**src/rtl/conv_patch_scheduler_pkg.sv**
```systemverilog
// Shared types and constants for the convolutional patch scheduler.
// The legality predicate lives here so that the top and any future users agree on what a legal frame configuration is.
package conv_patch_scheduler_pkg;

    typedef enum logic [2:0] {
        S_IDLE,
        S_CFG,
        S_ISSUE,
        S_SETTLE,
        S_PRESENT,
        S_ADVANCE,
        S_FIN
    } state_t;

    localparam logic [2:0] PATCH_3  = 3'd3;
    localparam logic [2:0] PATCH_5  = 3'd5;
    localparam logic [2:0] PATCH_7  = 3'd7;
    localparam logic [5:0] MAX_ROWS = 6'd63;

    function automatic logic cfg_illegal(input logic [2:0] stride, input logic [2:0] patch_size);
        return (stride == 3'd0) || !(patch_size inside {PATCH_3, PATCH_5, PATCH_7});
    endfunction

endpackage

```
**src/rtl/conv_patch_scheduler_div.sv**
```systemverilog
// x_count_div: restoring subtract divider that gives the number of extra x positions in a row.
// One subtraction per cycle. done pulses in the same cycle the final quotient becomes visible.
module x_count_div (
    input  logic       clk,
    input  logic       rst,
    input  logic       start,
    input  logic [4:0] dividend,
    input  logic [2:0] divisor,
    output logic [4:0] quotient,
    output logic       done
);

    logic       running;
    logic [4:0] rem;
    logic [4:0] div_ext;
    logic [4:0] rem_sub;

    assign div_ext = {2'b00, divisor};
    assign rem_sub = rem - div_ext;

    // NOTE: sequential state uses non-blocking assignments only, so every flop samples pre-edge values.
    always_ff @(posedge clk) begin
        if (rst) begin
            running  <= 1'b0;
            rem      <= 5'd0;
            quotient <= 5'd0;
            done     <= 1'b0;
        end else begin
            done <= 1'b0;
            if (start) begin
                running  <= 1'b1;
                rem      <= dividend;
                quotient <= 5'd0;
            end else if (running) begin
                if (rem >= div_ext) begin
                    rem      <= rem_sub;
                    quotient <= quotient + 5'd1;
                    // Finish on the last useful subtraction to save a cycle.
                    if (rem_sub < div_ext) begin
                        running <= 1'b0;
                        done    <= 1'b1;
                    end
                end else begin
                    running <= 1'b0;
                    done    <= 1'b1;
                end
            end
        end
    end

endmodule

```
**src/rtl/conv_patch_scheduler.sv**
```systemverilog
// Frame sequencer for the patch y-address generator.
// It steps k (inner) and cycle_counts (outer), waits out the generator latency, and offers each settled patch over valid/ready.
module conv_patch_scheduler
    import conv_patch_scheduler_pkg::*;
#(
    parameter int WIDTH  = 28,
    parameter int HEIGHT = 28,
    parameter int AG_LAT = 3,
    parameter int MAX_X  = 8
) (
    input  logic              clk,
    input  logic              rst,
    input  logic              start,
    output logic              start_ready,
    input  logic [2:0]        cfg_stride,
    input  logic [2:0]        cfg_patch_size,
    input  logic              abort,
    output logic              ag_en,
    output logic [5:0]        ag_cycle_counts,
    output logic [2:0]        ag_stride,
    output logic [2:0]        ag_patch_size,
    output logic [2:0]        ag_k,
    input  logic [HEIGHT-1:0] ag_y1,
    input  logic              ag_done,
    output logic              patch_valid,
    input  logic              patch_ready,
    output logic [HEIGHT-1:0] patch_y,
    output logic [2:0]        patch_k,
    output logic [9:0]        patch_idx,
    output logic              frame_done,
    output logic              cfg_err,
    output logic              busy
);

    localparam int SETTLE_W = $clog2(AG_LAT + 1);

    state_t              state, state_n;
    logic [2:0]          stride_q, psize_q, k;
    logic [5:0]          rows;
    logic [9:0]          idx;
    logic [3:0]          num_x, num_x_calc;
    logic [SETTLE_W-1:0] settle_cnt;
    logic                last_row, cfg_err_q, k_last, row_last, start_legal;
    logic [HEIGHT-1:0]   y_q;
    logic                div_start, div_done;
    logic [4:0]          div_q;

    assign start_legal = start && !cfg_illegal(cfg_stride, cfg_patch_size);
    assign div_start   = (state == S_IDLE) && start_legal;
    assign k_last      = ({1'b0, k} == (num_x - 4'd1));
    assign row_last    = last_row || (rows == MAX_ROWS);
    assign num_x_calc  = (div_q >= 5'(MAX_X - 1)) ? 4'(MAX_X) : 4'(div_q + 5'd1);

    x_count_div u_div (
        .clk      (clk),
        .rst      (rst),
        .start    (div_start),
        .dividend (5'(WIDTH) - {2'b00, cfg_patch_size}),
        .divisor  (cfg_stride),
        .quotient (div_q),
        .done     (div_done)
    );

    always_ff @(posedge clk) begin
        if (rst) state <= S_IDLE;
        else     state <= state_n;
    end

    // NOTE: every signal written here gets a default first, so no path can infer a latch.
    always_comb begin
        state_n     = state;
        start_ready = 1'b0;
        busy        = 1'b1;
        ag_en       = 1'b0;
        patch_valid = 1'b0;
        frame_done  = 1'b0;
        case (state)
            S_IDLE: begin
                start_ready = 1'b1;
                busy        = 1'b0;
                if (start_legal) state_n = S_CFG;
            end
            S_CFG:     if (div_done) state_n = S_ISSUE;
            S_ISSUE: begin
                ag_en   = 1'b1;
                state_n = S_SETTLE;
            end
            S_SETTLE: begin
                ag_en = 1'b1;
                if (settle_cnt == '0) state_n = S_PRESENT;
            end
            S_PRESENT: begin
                ag_en       = 1'b1;
                patch_valid = 1'b1;
                if (patch_ready) state_n = S_ADVANCE;
            end
            S_ADVANCE: begin
                ag_en   = 1'b1;
                state_n = (k_last && row_last) ? S_FIN : S_ISSUE;
            end
            S_FIN: begin
                frame_done = 1'b1;
                state_n    = S_IDLE;
            end
            default: state_n = S_IDLE;
        endcase
        // Abort wins over everything, including a same-cycle handshake.
        if (abort && (state != S_IDLE) && (state != S_FIN)) state_n = S_FIN;
    end

    always_ff @(posedge clk) begin
        if (rst) begin
            stride_q   <= 3'd0;
            psize_q    <= 3'd0;
            k          <= 3'd0;
            rows       <= 6'd0;
            idx        <= 10'd0;
            num_x      <= 4'd0;
            settle_cnt <= '0;
            last_row   <= 1'b0;
            y_q        <= '0;
            cfg_err_q  <= 1'b0;
        end else begin
            cfg_err_q <= 1'b0;
            case (state)
                S_IDLE: if (start) begin
                    stride_q  <= cfg_stride;
                    psize_q   <= cfg_patch_size;
                    cfg_err_q <= !start_legal;
                end
                S_CFG: if (div_done) begin
                    num_x <= num_x_calc;
                    k     <= 3'd0;
                    rows  <= 6'd1;
                    idx   <= 10'd0;
                end
                S_ISSUE: settle_cnt <= SETTLE_W'(AG_LAT);
                S_SETTLE: begin
                    if (settle_cnt == '0) begin
                        y_q      <= ag_y1;
                        last_row <= ag_done;
                    end else begin
                        settle_cnt <= settle_cnt - SETTLE_W'(1);
                    end
                end
                S_PRESENT: if (patch_ready && !abort) idx <= idx + 10'd1;
                S_ADVANCE: if (!abort) begin
                    if (!k_last) begin
                        k <= k + 3'd1;
                    end else begin
                        k <= 3'd0;
                        if (!row_last) rows <= rows + 6'd1;
                    end
                end
                default: ;
            endcase
        end
    end

    assign ag_cycle_counts = rows;
    assign ag_stride       = stride_q;
    assign ag_patch_size   = psize_q;
    assign ag_k            = k;
    assign patch_y         = y_q;
    assign patch_k         = k;
    assign patch_idx       = idx;
    assign cfg_err         = cfg_err_q;

endmodule

```
**config.mk**
```make
export PLATFORM = sky130hd
export DESIGN_NAME = conv_patch_scheduler
export DESIGN_NICKNAME = d
export VERILOG_FILES = /design/src/rtl/conv_patch_scheduler_pkg.sv /design/src/rtl/conv_patch_scheduler_div.sv /design/src/rtl/conv_patch_scheduler.sv
export SDC_FILE = /design/constraint.sdc
export NUM_CORES = 1
export LEC_CHECK = 0
export ABC_AREA = 1
export ABC_CLOCK_PERIOD_IN_PS = 2550
export CAP_MARGIN = 20
export CORE_MARGIN = 8
export CORE_UTILIZATION = 25
export CTS_BUF_LIST = sky130_fd_sc_hd__clkbuf_2
export CTS_CLUSTER_DIAMETER = 60
export DETAILED_ROUTE_END_ITERATION = 10
export SLEW_MARGIN = 20
export SYNTH_ARGS = -nofsm -noshare
export SYNTH_HDL_FRONTEND = slang
export SYNTH_HIERARCHICAL = 1
export SYNTH_SLANG_ARGS = --single-unit
```
**constraint.sdc**
```tcl
create_clock -name clk -period 2.55 [get_ports clk]
set_clock_uncertainty 0.15 [all_clocks]
set_input_delay 0.3825 -clock clk [delete_from_list [all_inputs] [get_ports clk]]
set_output_delay 0.3825 -clock clk [all_outputs]
set_load 0.05 [all_outputs]
```
; ---- Yosys cells after proc, flatten, opt, wreduce, memory -nomap -nowiden
; Index checks and enable logic that the tools add are counted.
[op_classes]
reduce_logical = 38
bitwise = 3
magnitude_cmp = 3
eq_ne = 25
n_mux = 36
add_sub_neg = 8
[ops]
columns = op, n
row1 = 3-bit 2-to-1 mux, 9
row2 = 6-bit 2-to-1 mux, 4
row3 = 10-bit 2-to-1 mux, 2
row4 = 10-bit case mux with 2 select lines, 1
row5 = 3-bit case mux with 6 select lines, 1
row6 = 2-bit inequality test (second input constant), 8
row7 = 3-bit == test (second input constant), 5
row8 = 5-bit 2-to-1 mux, 3
row9 = 6-bit case mux with 2 select lines, 1
row10 = 2-bit AND reduction, 6
row11 = 1-bit 2-to-1 mux, 11
row12 = 10-bit by 1-bit adder with 10-bit output (second input constant), 1
row13 = 2-bit nonzero test, 5
row14 = 3-bit by 2-bit == test with 1-bit output (second input constant), 3
row15 = 3-bit inequality test (second input constant), 3
row16 = 4-bit AND reduction, 2
row17 = 6-bit by 1-bit adder with 6-bit output (second input constant), 1
row18 = 6-bit == test (second input constant), 1
row19 = 1-bit logical AND, 6
row20 = 3-bit logical NOT, 2
row21 = 3-bit by 2-bit inequality test with 1-bit output (second input constant), 2
row22 = 3-bit case mux with 2 select lines, 1
row23 = 3-bit AND reduction, 2
row24 = 3-bit nonzero test, 2
row25 = other kinds (23), 31
[totals]
out_inout_bits = 62
reg_bits = 76
word_cells = 129

; ---- Logic depth before layout (Yosys ltp)
[logic_depth]
ltp_word = 9
ltp_mapped = 13
mapped_depth_nobuf = 12

; ---- Hierarchy
; The synthesis kept the hierarchy.
[modules_own_cells]
columns = mod, area_per_inst_um2, seq_area_each_um2, cells_each, n_inst
row1 = conv_patch_scheduler, 3196.8, 1281.2, 451, 1
row2 = x_count_div, 837.1, 240.2, 115, 1

; ---- Worst setup path before layout
; OpenSTA, ideal clock, no wires.
[synth_timing]
path_kind = flip-flop to flip-flop
start = register state[0]
end = register u_div.running
setup_time_ps = 56
t_required_ps = 2344
path_slack_ps = 392
n_path_buf = 2
path_stages_with_launch = 14
arrival_ps = 1953
cell_sequence = dfxtp_1 nor2_1 inv_2 nor2_1 buf_4 inv_1 nor2_1 buf_2 inv_4 nand2_1 nand2_4 nor2_1 nand2_1 inv_1
[synth_between]
elab_chain_len = 3
[synth_lines]
columns = item, line
row1 = from (decl), conv_patch_scheduler.sv:37  ; state_t state, state_n;
row2 = from (signal assigned), conv_patch_scheduler.sv:66  ; else state <= state_n;
row3 = 3-bit logical NOT, conv_patch_scheduler.sv:49  ; assign div_start = (state == S_IDLE) && start_legal;
row4 = 1-bit logical AND, conv_patch_scheduler.sv:49
row5 = via div_start, conv_patch_scheduler.sv:45  ; logic div_start, div_done;
row6 = 1-bit 2-to-1 mux, conv_patch_scheduler_div.sv:30  ; if (start) begin
row7 = to (signal assigned), conv_patch_scheduler_div.sv:31  ; running <= 1'b1;
row8 = to (signal assigned), conv_patch_scheduler_div.sv:40  ; running <= 1'b0;
row9 = to (signal assigned), conv_patch_scheduler_div.sv:44  ; running <= 1'b0;
row10 = to (decl), conv_patch_scheduler_div.sv:13  ; logic running;
; The timed path passes the listed nets, and every way through them passes these cells.
; A chain may end at the register's enable or synchronous reset.

; ---- Worst setup path after layout
[layout_timing]
start = register idx[2] (netlist: patch_idx[2])
end = output port patch_idx[2]
[layout_lines]
columns = item, line
row1 = from (decl), conv_patch_scheduler.sv:40  ; logic [9:0] idx;
row2 = from (signal assigned), conv_patch_scheduler.sv:146  ; S_PRESENT: if (patch_ready && !abort) idx <= idx + 10'd1;
row3 = to (decl), conv_patch_scheduler.sv:29  ; output logic [9:0] patch_idx,
; No word-level cell between the ends.

==> impl_metrics.env <==
export IMPL_outcome="finished clean"
export IMPL_yosys_most_used_dff="dfxtp_1"
export IMPL_worst_pin_slew_ns=0.548
export IMPL_rrSetupSlack_ns=0.34
export IMPL_p_total_mw=3.73
export IMPL_finalNetCount=729
export IMPL_postRouteAntennaNets=0
export IMPL_root_buffer="clkbuf_2"
export IMPL_synth_top_area_share_pct=37.7
export IMPL_antenna_found_initial=0
export IMPL_rsz0062_at_grt="false"
export IMPL_cp_buffers_inverters=1
export IMPL_dieArea_sq_mm=0.0205
export IMPL_die_h_microns=143
export IMPL_dpl_cell_count=876
export IMPL_fillCellCount=1706
export IMPL_clkPwrFrac_pct=20.2
export IMPL_drive_gt1_share_pct=10.1
export IMPL_cp_top_family="buffers and inverters"
export IMPL_start_util_pct=25.5
export IMPL_synth_avg_cell_area_sq_um=7.13
export IMPL_postSynthCellCount=566
export IMPL_rr_endpoint="u_div/running$_SDFF_PP0_"
export IMPL_synthesis_nets=624
export IMPL_viasPerCell=4.39
export IMPL_place_port_buffers=101
export IMPL_crit_type="reg -> out"
export IMPL_overflow=0
export IMPL_drt_first_pass_iters=4
export IMPL_gr_usage_all_layers_pct=11.3
export IMPL_ir_worst_vdd_v=0.000515
export IMPL_hold_start="rst"
export IMPL_yosysMostFrequentCell="nand2_1"
export IMPL_fmax_mhz=415
export IMPL_grt_first_pass_wirelength_microns=18600
export IMPL_drc_errors=0
export IMPL_slew_violations=0
export IMPL_hpwl_microns=8570
export IMPL_slowest_delay_ns=0.85
export IMPL_p_per_area_mw_per_mm2=686
export IMPL_r2r_cells=11
export IMPL_cap_violations=0
export IMPL_finalHoldViolCount=0
export IMPL_cts_sinks=76
export IMPL_seqPwrFrac_pct=36.4
export IMPL_end_kind="primary output"
export IMPL_grt_pass1_vias=3802
export IMPL_grt_max_degree=29
export IMPL_globalplace_congestion=0.804
export IMPL_area_delta_synth_final_pct=34.9
export IMPL_dpl_worst_slack_ns=-0.101
export IMPL_numCtsBuffers=9
export IMPL_async_flop_share_pct=0
export IMPL_fin_ws_ns=0.142
export IMPL_n_antenna_cell=0
export IMPL_clockBufferDepth=2
export IMPL_fp_row_count=46
export IMPL_period_share_pct=94.4
export IMPL_synth_cell_type_count=38
export IMPL_fin_cells=890
export IMPL_min_to="patch_idx[7]$_SDFFE_PP0P_"
export IMPL_synth_top_area_cell="dfxtp_1"
export IMPL_cp_required_ns=2.02
export IMPL_seq_area_frac_synth_pct=37.7
export IMPL_htree_num_levels=3
export IMPL_hold_class="in -> reg"
export IMPL_drt_wl_total_microns=11300
export IMPL_yosys_top_cells_area="dfxtp_1 38%, nand2_1 13%, nand3_1 8.3%"
export IMPL_synth_commonest_cells="141 x nand2_1, 76 x dfxtp_1, 67 x nand3_1"
export IMPL_fin_crit_ns=2.41
export IMPL_path_cells="clkdlybuf4s50_1"
export IMPL_drtIter0Drc=215
export IMPL_cp_arrival_ns=1.88
export IMPL_post_cts_buffers=0
export IMPL_swShare_pct=42.8
export IMPL_synth_edf_count=0
export IMPL_r2r_start="u_div/rem[0]$_SDFFE_PP0P_"
export IMPL_combinationalPowerShare_pct=43.4
export IMPL_intPower_mw=2.14
export IMPL_coreArea_sq_mm=0.0158
export IMPL_p_sw_mw=1.60
export IMPL_clkLatencyLatePin_ns=0.55
export IMPL_yosysWarnings=6
export IMPL_leakagePower_nw=2.24
export IMPL_slew_limit_headroom_pct=63.4
export IMPL_synth_seq_cells=76
export IMPL_worst_setup_path_start_kind="flop"
export IMPL_clkSlewWorstSetupHoldPaths_ns=0.20
export IMPL_hold_depth=2
export IMPL_fin_tns_setup_ns=0
export IMPL_cpMaxStageDelayCell="clkdlybuf4s50_1"
export IMPL_critPathMaxFanout=7
export IMPL_cts_tree="done"
export IMPL_num_vias=3907
export IMPL_setup_violations_final=0
export IMPL_synthesis_area_sq_mm=0.00403
export IMPL_io_pins=102
export IMPL_wl_per_cell_microns=12.7
export IMPL_die_width_microns=143
export IMPL_cts_hold_buffers=0
-- registers in the layout (all words and copies together), names as in the netlist --
name and cells:
cfg_err 1, u_div/done 1, ag_stride 3, last_row 1
ag_k 3, ag_patch_size 3, state 3, ag_cycle_counts 6
num_x 4, u_div/quotient 5, u_div/running 1, patch_idx 10
settle_cnt 2, u_div/rem 5, patch_y 28
-- how the worst max path moves through the flow --
stage                              start                  endpoint  cells past startpoint  slack [ns]
2_1_floorplan      state[0]$_SDFFE_PP0P_  u_div/running$_SDFF_PP0_                     13        0.39
3_3_place_gp               cfg_stride[0]  u_div/running$_SDFF_PP0_                     12       -0.04
4_1_cts        patch_idx[0]$_SDFFE_PP0P_              patch_idx[0]                      1        0.03
3_5_place_dp               cfg_stride[0]  u_div/running$_SDFF_PP0_                     12       -0.10
6_report       patch_idx[2]$_SDFFE_PP0P_              patch_idx[2]                      1        0.14
5_1_grt        patch_idx[2]$_SDFFE_PP0P_              patch_idx[2]                      1       0.003
-- power by group through the flow --
| stage | combinational [mW] | clock (mW) | sequential, mW |
|---|---|---|---|
| 6_report | 1.62 | 0.755 | 1.36 |
| 5_1_grt | 1.77 | 0.835 | 1.38 |
| 3_3_place_gp | 1.64 | 0 | 1.38 |
| 2_1_floorplan | 0.959 | 0 | 1.54 |
| 3_5_place_dp | 1.65 | 0 | 1.38 |
| 4_1_cts | 1.65 | 0.800 | 1.36 |
-- per-stage QoR --
step | hold slack [ns] | util (%) | area [sq um]
2_1_floorplan | 0.291 | - | 4030
3_3_place_gp | 0.299 | 33.6 | 5320
3_5_place_dp | 0.303 | 33.6 | 5320
4_1_cts | 0.0119 | 34.4 | 5440
5_1_grt | 0.0469 | 34.4 | 5440
6_report | 0.0856 | 34.4 | 5440
-- final cells by class --
cell class / count / area (sq um) / area share (%)
multi-input combinational: 405 / 2170 / 39.8
sequential: 76 / 1520 / 28.0
timing repair buffer: 116 / 1120 / 20.6
tap: 216 / 270 / 4.97
inverter: 63 / 239 / 4.39
clock inverter: 5 / 77.6 / 1.43
clock buffer: 9 / 45.0 / 0.828
-- layer usage --
layer | track usage [%] | vias up | part of all wire, %
li1 | - | 2041 | -
met2 | 17.7 | 79 | 46
met4 | 3.91 | 0 | 1.4
met1 | 13.9 | 1773 | 46
met3 | 4.21 | 14 | 6.6
met5 | 0 | - | 0
-- repair_timing --
| item | in CTS | in global routing |
|---|---|---|
| cloned | 0 | 0 |
| endpoints found under the setup margin | 1 | 1 |
| endpoints found under the hold margin | 0 | 0 |
| resized for setup | 1 | 1 |
| pin swaps | 0 | 0 |
-- cell families after synthesis --
kind of cell / after synthesis / synth area share, %
and+or+nand+nor: 291 / 34.2
AOI/OAI and AO/OA: 88 / 12.1
buffers and inverters: 85 / 8.62
DFF: 76 / 37.7
adders and majority gates: 18 / 5.77
xor gates and xnor gates: 7 / 1.52
other: 1 / 0.0930
-- cell usage in the layout (no fill, tap or decap), types with 3 or more instances in the layout --
master             n
nor2_1            41
o21ai_0           11
nand2_4            7
clkbuf_2           9
xor2_1             4
o21ai_1            3
dfxtp_1           76
a21oi_1           64
nand2_1          141
xnor2_1            3
ha_1              17
nor2_2             3
nand4_1           10
nor3b_1            3
inv_2              4
buf_4             18
nand3_1           67
nand2_2            6
clkdlybuf4s50_1   94
nor2_4             5
inv_1             58
Power figures use the tool's default switching activity.
